[src/rtl/muldiv_hilo_unit.sv]
// muldiv_hilo_unit
//   Multi-cycle multiply/divide engine owning the architectural HI/LO
//   registers. Sits beside EX, accepts MULT/MULTU/DIV/DIVU/MTHI/MTLO and
//   reports occupancy and completion for stall and HI/LO forwarding logic.
//
//   Ports:
//     clk, rst          rising-edge clock, asynchronous active-high reset
//     start, op         issue strobe and opcode (000 MULT, 001 MULTU,
//                       010 DIV, 011 DIVU, 100 MTHI, 101 MTLO, 11x ignored)
//     a, b              rs / rt operands
//     flush             abort the in-flight op
//     busy              unit occupied (state != IDLE)
//     done              one-cycle completion pulse
//     hiwrite, lowrite  HI/LO write qualifiers, equal to done
//     res_hi, res_lo    pending results, valid while done=1
//     hi, lo            architectural HI/LO
//
//   Build option: define MULDIV_FAST_MUL_EN to perform MULT/MULTU with a
//   single-cycle combinational multiplier (IDLE -> DONE directly).
module muldiv_hilo_unit #(
  parameter int WIDTH = 32
) (
  input  logic             clk,
  input  logic             rst,
  input  logic             start,
  input  logic [2:0]       op,
  input  logic [WIDTH-1:0] a,
  input  logic [WIDTH-1:0] b,
  input  logic             flush,
  output logic             busy,
  output logic             done,
  output logic             hiwrite,
  output logic             lowrite,
  output logic [WIDTH-1:0] res_hi,
  output logic [WIDTH-1:0] res_lo,
  output logic [WIDTH-1:0] hi,
  output logic [WIDTH-1:0] lo
);

  localparam int CW = $clog2(WIDTH);

  typedef enum logic [1:0] {IDLE, RUN, DONE} state_t;

  state_t           state, state_nxt;
  logic [CW-1:0]    cnt;
  logic [WIDTH-1:0] acc_hi, acc_lo, opnd;
  logic             is_div, a_neg, b_neg;

  // Sign/magnitude correction of the unsigned multiply result.
  function automatic logic [2*WIDTH-1:0] fix_mul(input logic [2*WIDTH-1:0] p,
                                                 input logic neg);
    return neg ? -p : p;
  endfunction

  // Sign correction of the unsigned divide result, returned as {hi, lo}.
  // With a zero divisor the restoring loop leaves q = all-ones and r = |a|,
  // so re-applying the dividend sign to r reproduces the original a.
  function automatic logic [2*WIDTH-1:0] fix_div(input logic [WIDTH-1:0] q,
                                                 input logic [WIDTH-1:0] r,
                                                 input logic [WIDTH-1:0] d,
                                                 input logic an,
                                                 input logic bn);
    logic [WIDTH-1:0] r_s;
    r_s = an ? -r : r;
    if (d == '0) return {r_s, {WIDTH{1'b1}}};
    return {r_s, ((an ^ bn) ? -q : q)};
  endfunction

  // Issue decode
  logic             issue, issue_md, sgn_in, a_neg_in, b_neg_in;
  logic [WIDTH-1:0] abs_a, abs_b;

  assign issue    = start & ~flush & (state == IDLE);
  assign issue_md = issue & ~op[2];
  assign sgn_in   = ~op[0];
  assign a_neg_in = sgn_in & a[WIDTH-1];
  assign b_neg_in = sgn_in & b[WIDTH-1];
  assign abs_a    = a_neg_in ? -a : a;
  assign abs_b    = b_neg_in ? -b : b;

`ifdef MULDIV_FAST_MUL_EN
  logic [2*WIDTH-1:0] fast_prod;
  assign fast_prod = {{WIDTH{1'b0}}, abs_a} * {{WIDTH{1'b0}}, abs_b};
`endif

  // Iteration datapath
  logic [WIDTH:0] mul_sum, div_shift, div_diff;

  assign mul_sum   = {1'b0, acc_hi} + (acc_lo[0] ? {1'b0, opnd} : '0);
  assign div_shift = {acc_hi, acc_lo[WIDTH-1]};
  assign div_diff  = div_shift - {1'b0, opnd};

  // Final results
  logic [WIDTH-1:0] fin_hi, fin_lo;

  always_comb begin
    if (is_div) {fin_hi, fin_lo} = fix_div(acc_lo, acc_hi, opnd, a_neg, b_neg);
    else        {fin_hi, fin_lo} = fix_mul({acc_hi, acc_lo}, a_neg ^ b_neg);
  end

  // FSM next state and outputs
  always_comb begin
    state_nxt = state;
    done      = 1'b0;
    case (state)
      IDLE: begin
        if (issue_md) begin
`ifdef MULDIV_FAST_MUL_EN
          state_nxt = op[1] ? RUN : DONE;
`else
          state_nxt = RUN;
`endif
        end
      end
      RUN: begin
        if (flush)                          state_nxt = IDLE;
        else if (cnt == CW'(WIDTH - 1))     state_nxt = DONE;
      end
      DONE: begin
        state_nxt = IDLE;
        done      = ~flush;
      end
      default: state_nxt = IDLE;
    endcase
  end

  assign busy    = (state != IDLE);
  assign hiwrite = done;
  assign lowrite = done;
  assign res_hi  = (state == DONE) ? fin_hi : '0;
  assign res_lo  = (state == DONE) ? fin_lo : '0;

  // Control state and architectural HI/LO
  always_ff @(posedge clk or posedge rst) begin
    if (rst) begin
      state <= IDLE;
      cnt   <= '0;
      hi    <= '0;
      lo    <= '0;
    end else begin
      state <= state_nxt;
      if (issue_md)           cnt <= '0;
      else if (state == RUN)  cnt <= cnt + CW'(1);
      if (issue && op == 3'b100) hi <= a;
      if (issue && op == 3'b101) lo <= a;
      if (done) begin
        hi <= fin_hi;
        lo <= fin_lo;
      end
    end
  end

  // Operand latch and iteration step: multiply keeps the multiplier in
  // acc_lo and shifts the partial product right; divide shifts the
  // dividend out of acc_lo into the remainder while quotient bits enter.
  always_ff @(posedge clk) begin
    if (issue_md) begin
      is_div <= op[1];
      a_neg  <= a_neg_in;
      b_neg  <= b_neg_in;
      acc_hi <= '0;
      if (op[1]) begin
        opnd   <= abs_b;
        acc_lo <= abs_a;
      end else begin
        opnd   <= abs_a;
`ifdef MULDIV_FAST_MUL_EN
        {acc_hi, acc_lo} <= fast_prod;
`else
        acc_lo <= abs_b;
`endif
      end
    end else if (state == RUN) begin
      if (is_div) begin
        acc_hi <= div_diff[WIDTH] ? div_shift[WIDTH-1:0] : div_diff[WIDTH-1:0];
        acc_lo <= {acc_lo[WIDTH-2:0], ~div_diff[WIDTH]};
      end else begin
        {acc_hi, acc_lo} <= {mul_sum, acc_lo[WIDTH-1:1]};
      end
    end
  end

endmodule

[config.mk]
export PLATFORM = sky130hd
export DESIGN_NAME = muldiv_hilo_unit
export DESIGN_NICKNAME = d
export VERILOG_FILES = /design/src/rtl/muldiv_hilo_unit.sv
export SDC_FILE = /design/constraint.sdc
export NUM_CORES = 1
export LEC_CHECK = 0
export BUFFER_PORTS_ARGS = -buffer_cell sky130_fd_sc_hd__buf_4
export CORE_MARGIN = 1.5
export CORE_UTILIZATION = 40
export DETAILED_ROUTE_END_ITERATION = 8
export MAX_ROUTING_LAYER = met4
export SYNTH_ARGS = -nofsm -noshare
export SYNTH_HDL_FRONTEND = slang
export SYNTH_SLANG_ARGS = --single-unit
[constraint.sdc]
create_clock -name clk -period 3.9 [get_ports clk]
set_input_delay 0.78 -clock clk [delete_from_list [all_inputs] [get_ports clk]]
set_output_delay 0.78 -clock clk [all_outputs]
set_load 0.02 [all_outputs]
# Word-level counts from Yosys, hierarchy flattened
# Index checks and enable logic that the tools add are counted.
totals:
  reg_bits: 170
  input_bits: 71
  out_inout_bits: 132
classes:
  n_addsub: 8
  eq_ne: 7
  muxes: 32
  n_bitwise: 10
  n_reduce_logical: 9
op_table:
  columns: ["operator", "count"]
  rows:
  - ["32-bit 2-to-1 mux", 20]
  - ["64-bit 2-to-1 mux", 3]
  - ["32-bit negation", 4]
  - ["64-bit negation", 1]
  - ["32-bit by 32-bit adder with 33-bit output", 1]
  - ["33-bit by 32-bit subtractor with 33-bit output", 1]
  - ["32-bit zero test", 1]
  - ["5-bit 2-to-1 mux", 2]
  - ["2-bit nonzero test", 4]
  - ["3-bit == test (second input constant)", 2]
  - ["2-bit 2-to-1 mux", 3]
  - ["5-bit by 1-bit adder with 5-bit output (second input constant)", 1]
  - ["1-bit AND", 5]
  - ["5-bit == test (second input constant)", 1]
  - ["1-bit inverter", 4]
  - ["2-bit case mux with 2 select lines", 1]
  - ["1-bit 2-to-1 mux", 3]
  - ["3-bit != test (second input constant)", 1]
  - ["2-bit by 1-bit == test with 1-bit output (second input constant)", 1]
  - ["2-bit == test (second input constant)", 1]
  - ["1-bit logical AND", 2]
  - ["2-bit zero test", 1]
  - ["2-bit != test (second input constant)", 1]
  - ["2-bit AND reduction", 1]
  - ["1-bit bitwise XOR", 1]

# Longest topological paths before layout
depth:
  word_depth: 6
  ltp_mapped: 14
  mapped_depth_nobuf: 12

# Least setup slack after synthesis
# Ideal clock, no wire load.
synth_timing:
  path_kind: "reg2out"
  startpoint: "register acc_lo[10]"
  endpoint: "output port res_hi[31]"
  t_arrival_ns: 2.809
  t_required_ns: 3.120
  slack_ns: 0.311
  path_stages_with_launch: 12
  n_path_buf: 2
  cell_sequence: "edfxtp_1 or3_1 buf_6 nor4b_4 nand4_2 nor2b_4 or4_1 buf_2 nand2b_4 o31ai_4 xnor2_1 nor2_1"
synth_via:
  elab_chain_cells: 4
synth_rtl:
  columns: ["item", "line_no", "source"]
  rows:
  - ["start: declaration", "46", "logic [WIDTH-1:0] acc_hi, acc_lo, opnd;"]
  - ["start signal: assignment", "164", "acc_lo <= abs_a;"]
  - ["start signal: assignment", "170", "acc_lo <= abs_b;"]
  - ["start signal: assignment", "176", "acc_lo <= {acc_lo[WIDTH-2:0], ~div_diff[WIDTH]};"]
  - ["64-bit negation", "52", "return neg ? -p : p;"]
  - ["64-bit 2-to-1 mux", "52", null]
  - ["32-bit 2-to-1 mux", "97", "if (is_div) {fin_hi, fin_lo} = fix_div(acc_lo, acc_hi, opnd, a_neg, b_neg);"]
  - ["32-bit 2-to-1 mux", "130", "assign res_hi = (state == DONE) ? fin_hi : '0;"]
  - ["end: declaration", "34", "output logic [WIDTH-1:0] res_hi,"]
# Every way passes these cells.

# Worst setup path after layout
layout_timing:
  startpoint: "register acc_lo[14]"
  endpoint: "output port res_hi[5]"
# Same word-level chain as after synthesis.

==> metrics <==
most frequent cells in the layout buf_4 (334), nor2_1 (254), a21oi_1 (200); GPL Wtd Cong a little under 1; Core Region 36900 um2; final wirelength slightly below 60000 um; Worst path max stage delay 0.48 ns; Vias/cell ~5.8; Synth Register Bits 170; nets@finish about 2200; CTS tree done; DRC 0; Die ar. about 40000 um2; worst vdd ir approximately 0.27 mV; min cycle time layout between 4 and 5 ns; Antenna Nets Post-Route 0; # hold bufs at CTS 0; FMAX between 200 and 250 MHz; worst path bufs/invs 3; Overflow after GRT 0; Tcrit/Tclk final 1.04; DR iter-0 viols 1334; PwrDens around 570 nW/um2; synthesized area roughly 15000 um2; post-synthesis compound-gate area fraction 0.206; outcome finished with violations; setup_tns -1.23 ns; Antenna diodes 0; hold crit path type flip-flop to flip-flop; critical path capture point type output pin; Max clock buf depth 2; max-cap viol count 0; Rel. slew slack 0.260; CTS H-Tree Depth 4; chip height between 150 and 200 um; Initial Utilization 0.409; Distinct cells, synth a little under 80; syn_nets approximately 2000; area delta synth->final 25.4%; leakage 8.30 nW; worst-skew pair later-pin latency between 0.4 and 0.5 ns; Crit path top cell by count buf_4; largest family of logic cells by synthesized area compound AO/OA/AOI/OAI gates; clk_skew around 0.012 ns; yosys warns 0; GRT Util Overall 0.307; Top Family by Delay on Critical Path simple AND/OR/NAND/NOR gates; largest net degree at the start of global routing between 90 and 100; Final HPWL DP 45700 um; critical path, cell by cell or3_4, nor4b_4, buf_4, nand4_4, nor2b_4, or4_4, buf_4, o31ai_4, xor2_2, nor2_1, buf_4; vias in the first global route around 14000; Crit Path Category flip-flop to output pin; worst hold path depth 2; final setup fails 18; CP max stage cell or4_4; CTS sink cnt 170; XOR/XNOR Fraction of Synth Area 0.103; pins over their slew limit 0; commonest non-fill, non-tap cell in the layout buf_4; cell row count 70; RSZ-0062 raised after global routing true; clk root buf clkbuf_16; Critical Path AT ~3.3 ns; WL per Instance ~22 um; CP Max Fanout 5; initial antenna violation count 4; fraction of layout instances using a drive strength above 1 0.232; number of enable flip-flop cells after synthesis 67; post-synthesis mux area share 0.101; die width between 150 and 200 um; Adder-Cell Fraction of Synth Area 0.0607; # IOs around 200; Post-Synthesis Cells 1831; CP Launch Type flip-flop; CP required around 3.1 ns; clock slew at reported path FFs 0.07 ns; via count approximately 15000; Simple-Gate Fraction of Synth Area 0.193; PnR worst setup slack -0.169 ns; Reg2Reg Depth 14; Least-Margin Pin Slew 1.11 ns; top_reg_cell synth dfrtp_1; CTS buffer count 17; Seq/Total Area, Yosys 0.294; Layout Utilization 0.513; ys async rst share 0.418; CP Depth 11; failing checks setup timing; Mean Syn Cell Area 8.23 um2; port bufs about 200; first-pass GRT wire length ~87000 um; Pre-antenna DRT Iters 5; Hold Vio Cnt, Final 0
[layer usage]
layer  wire [um]  GRT usage  vias to the layer above  share of wire
met5           0          -                        -              0
met4        2370      0.120                        0          0.040
met3        3270     0.0348                       98          0.056
met2       27900      0.494                      555           0.48
met1       24900      0.395                     7279           0.43
li1            -          -                     7103              -
[report_power, final]
| part | internal (W) | switching, W | total [W] |
|---|---|---|---|
| Sequential | 0.00228 | 0.000343 | 0.00262 |
| Combinational | 0.00273 | 0.00356 | 0.00630 |
| Clock | 0.00102 | 0.000828 | 0.00185 |
[kinds of logic (layout without fill, tap and decap cells)]
| family | Yosys count | in the layout |
|---|---|---|
| AO/OA/AOI/OAI | 505 | 505 |
| XOR/XNOR | 177 | 177 |
| adder cells (fa/ha/maj) | 72 | 72 |
| buffers and inverters | 164 | 432 |
| flip-flops | 170 | 170 |
| multiplexers | 148 | 148 |
| AND/OR/NAND/NOR | 595 | 595 |
[stage by stage]
step	instance area, um2	worst slack, ns	cells	hold slack [ns]	power, W
after floorplan	15100	0.311	1831	0.497	0.00648
after global placement	17800	0.0786	2548	0.515	0.00855
after detailed placement	17800	0.0319	2548	0.526	0.00859
after CTS	18600	-0.144	2593	0.536	0.0106
after global routing	18900	-0.273	2603	0.534	0.0114
final	18900	-0.169	2603	0.538	0.0108
[worst min-delay path, delay by kind of cell (launching register included)]
family          cells  cell delay, ns
simple gates        1            0.06
flops               1            0.38
compound gates      1            0.06
[registers in the layout (all words and copies together) (netlist names)]
signal,count
a_neg,1
opnd,32
acc_lo,32
state,2
acc_hi,32
cnt,5
hi,32
is_div,1
b_neg,1
lo,32
[synth_stat cells (22+ instances only)]
cell | count | area share
nor2_1 | 265 | 0.066
a21oi_1 | 201 | 0.067
mux2i_1 | 111 | 0.074
nand2_1 | 96 | 0.024
o21ai_0 | 94 | 0.031
xnor2_1 | 92 | 0.053
xor2_1 | 85 | 0.049
clkbuf_1 | 78 | 0.019
dfrtp_1 | 71 | 0.12
ha_1 | 70 | 0.058
edfxtp_1 | 67 | 0.13
inv_1 | 59 | 0.015
a211oi_1 | 43 | 0.021
nor2b_1 | 43 | 0.018
mux2_2 | 37 | 0.028
dfxtp_1 | 32 | 0.042
a21o_1 | 27 | 0.013
or3_1 | 25 | 0.010
nor3_1 | 24 | 0.0080
o31ai_1 | 24 | 0.012
a31oi_1 | 22 | 0.0091
nand2b_1 | 22 | 0.0091
[area by class of cell]
class,instances,area (um2)
sequential,170,4430
timing repair buffer,341,2620
fill,3520,18000
tap,504,631
multi-input combinational,1497,10400
inverter,59,221
clock inverter,15,190
clock buffer,17,425
[final timing paths]
| check | startpoint | end | slack [ns] |
|---|---|---|---|
| worst max register to register | acc_lo[0]$_DFFE_PP_ | acc_hi[28]$_SDFFE_PP0P_ | 0.18 |
| min in group asynchronous | rst | lo[21]$_DFFE_PP0P_ | 0.61 |
| worst min-delay path | cnt[4]$_DFFE_PP0P_ | cnt[4]$_DFFE_PP0P_ | 0.54 |
| worst min register to register | cnt[4]$_DFFE_PP0P_ | cnt[4]$_DFFE_PP0P_ | 0.54 |
| worst max-delay path | acc_lo[14]$_DFFE_PP_ | res_hi[5] | -0.17 |
| max in group asynchronous | rst | hi[14]$_DFFE_PP0P_ | 2.31 |
[timing repair]
| item | 4_1_cts | 5_1_grt |
|---|---|---|
| pin swaps | 15 | 24 |
| setup buffers | 13 | 10 |
| endpoints found under the hold margin | 0 | 0 |
| endpoints found under the setup margin | 35 | 47 |
| gates resized for setup | 36 | 40 |
No activity file was read; power rests on OpenSTA's default activity.
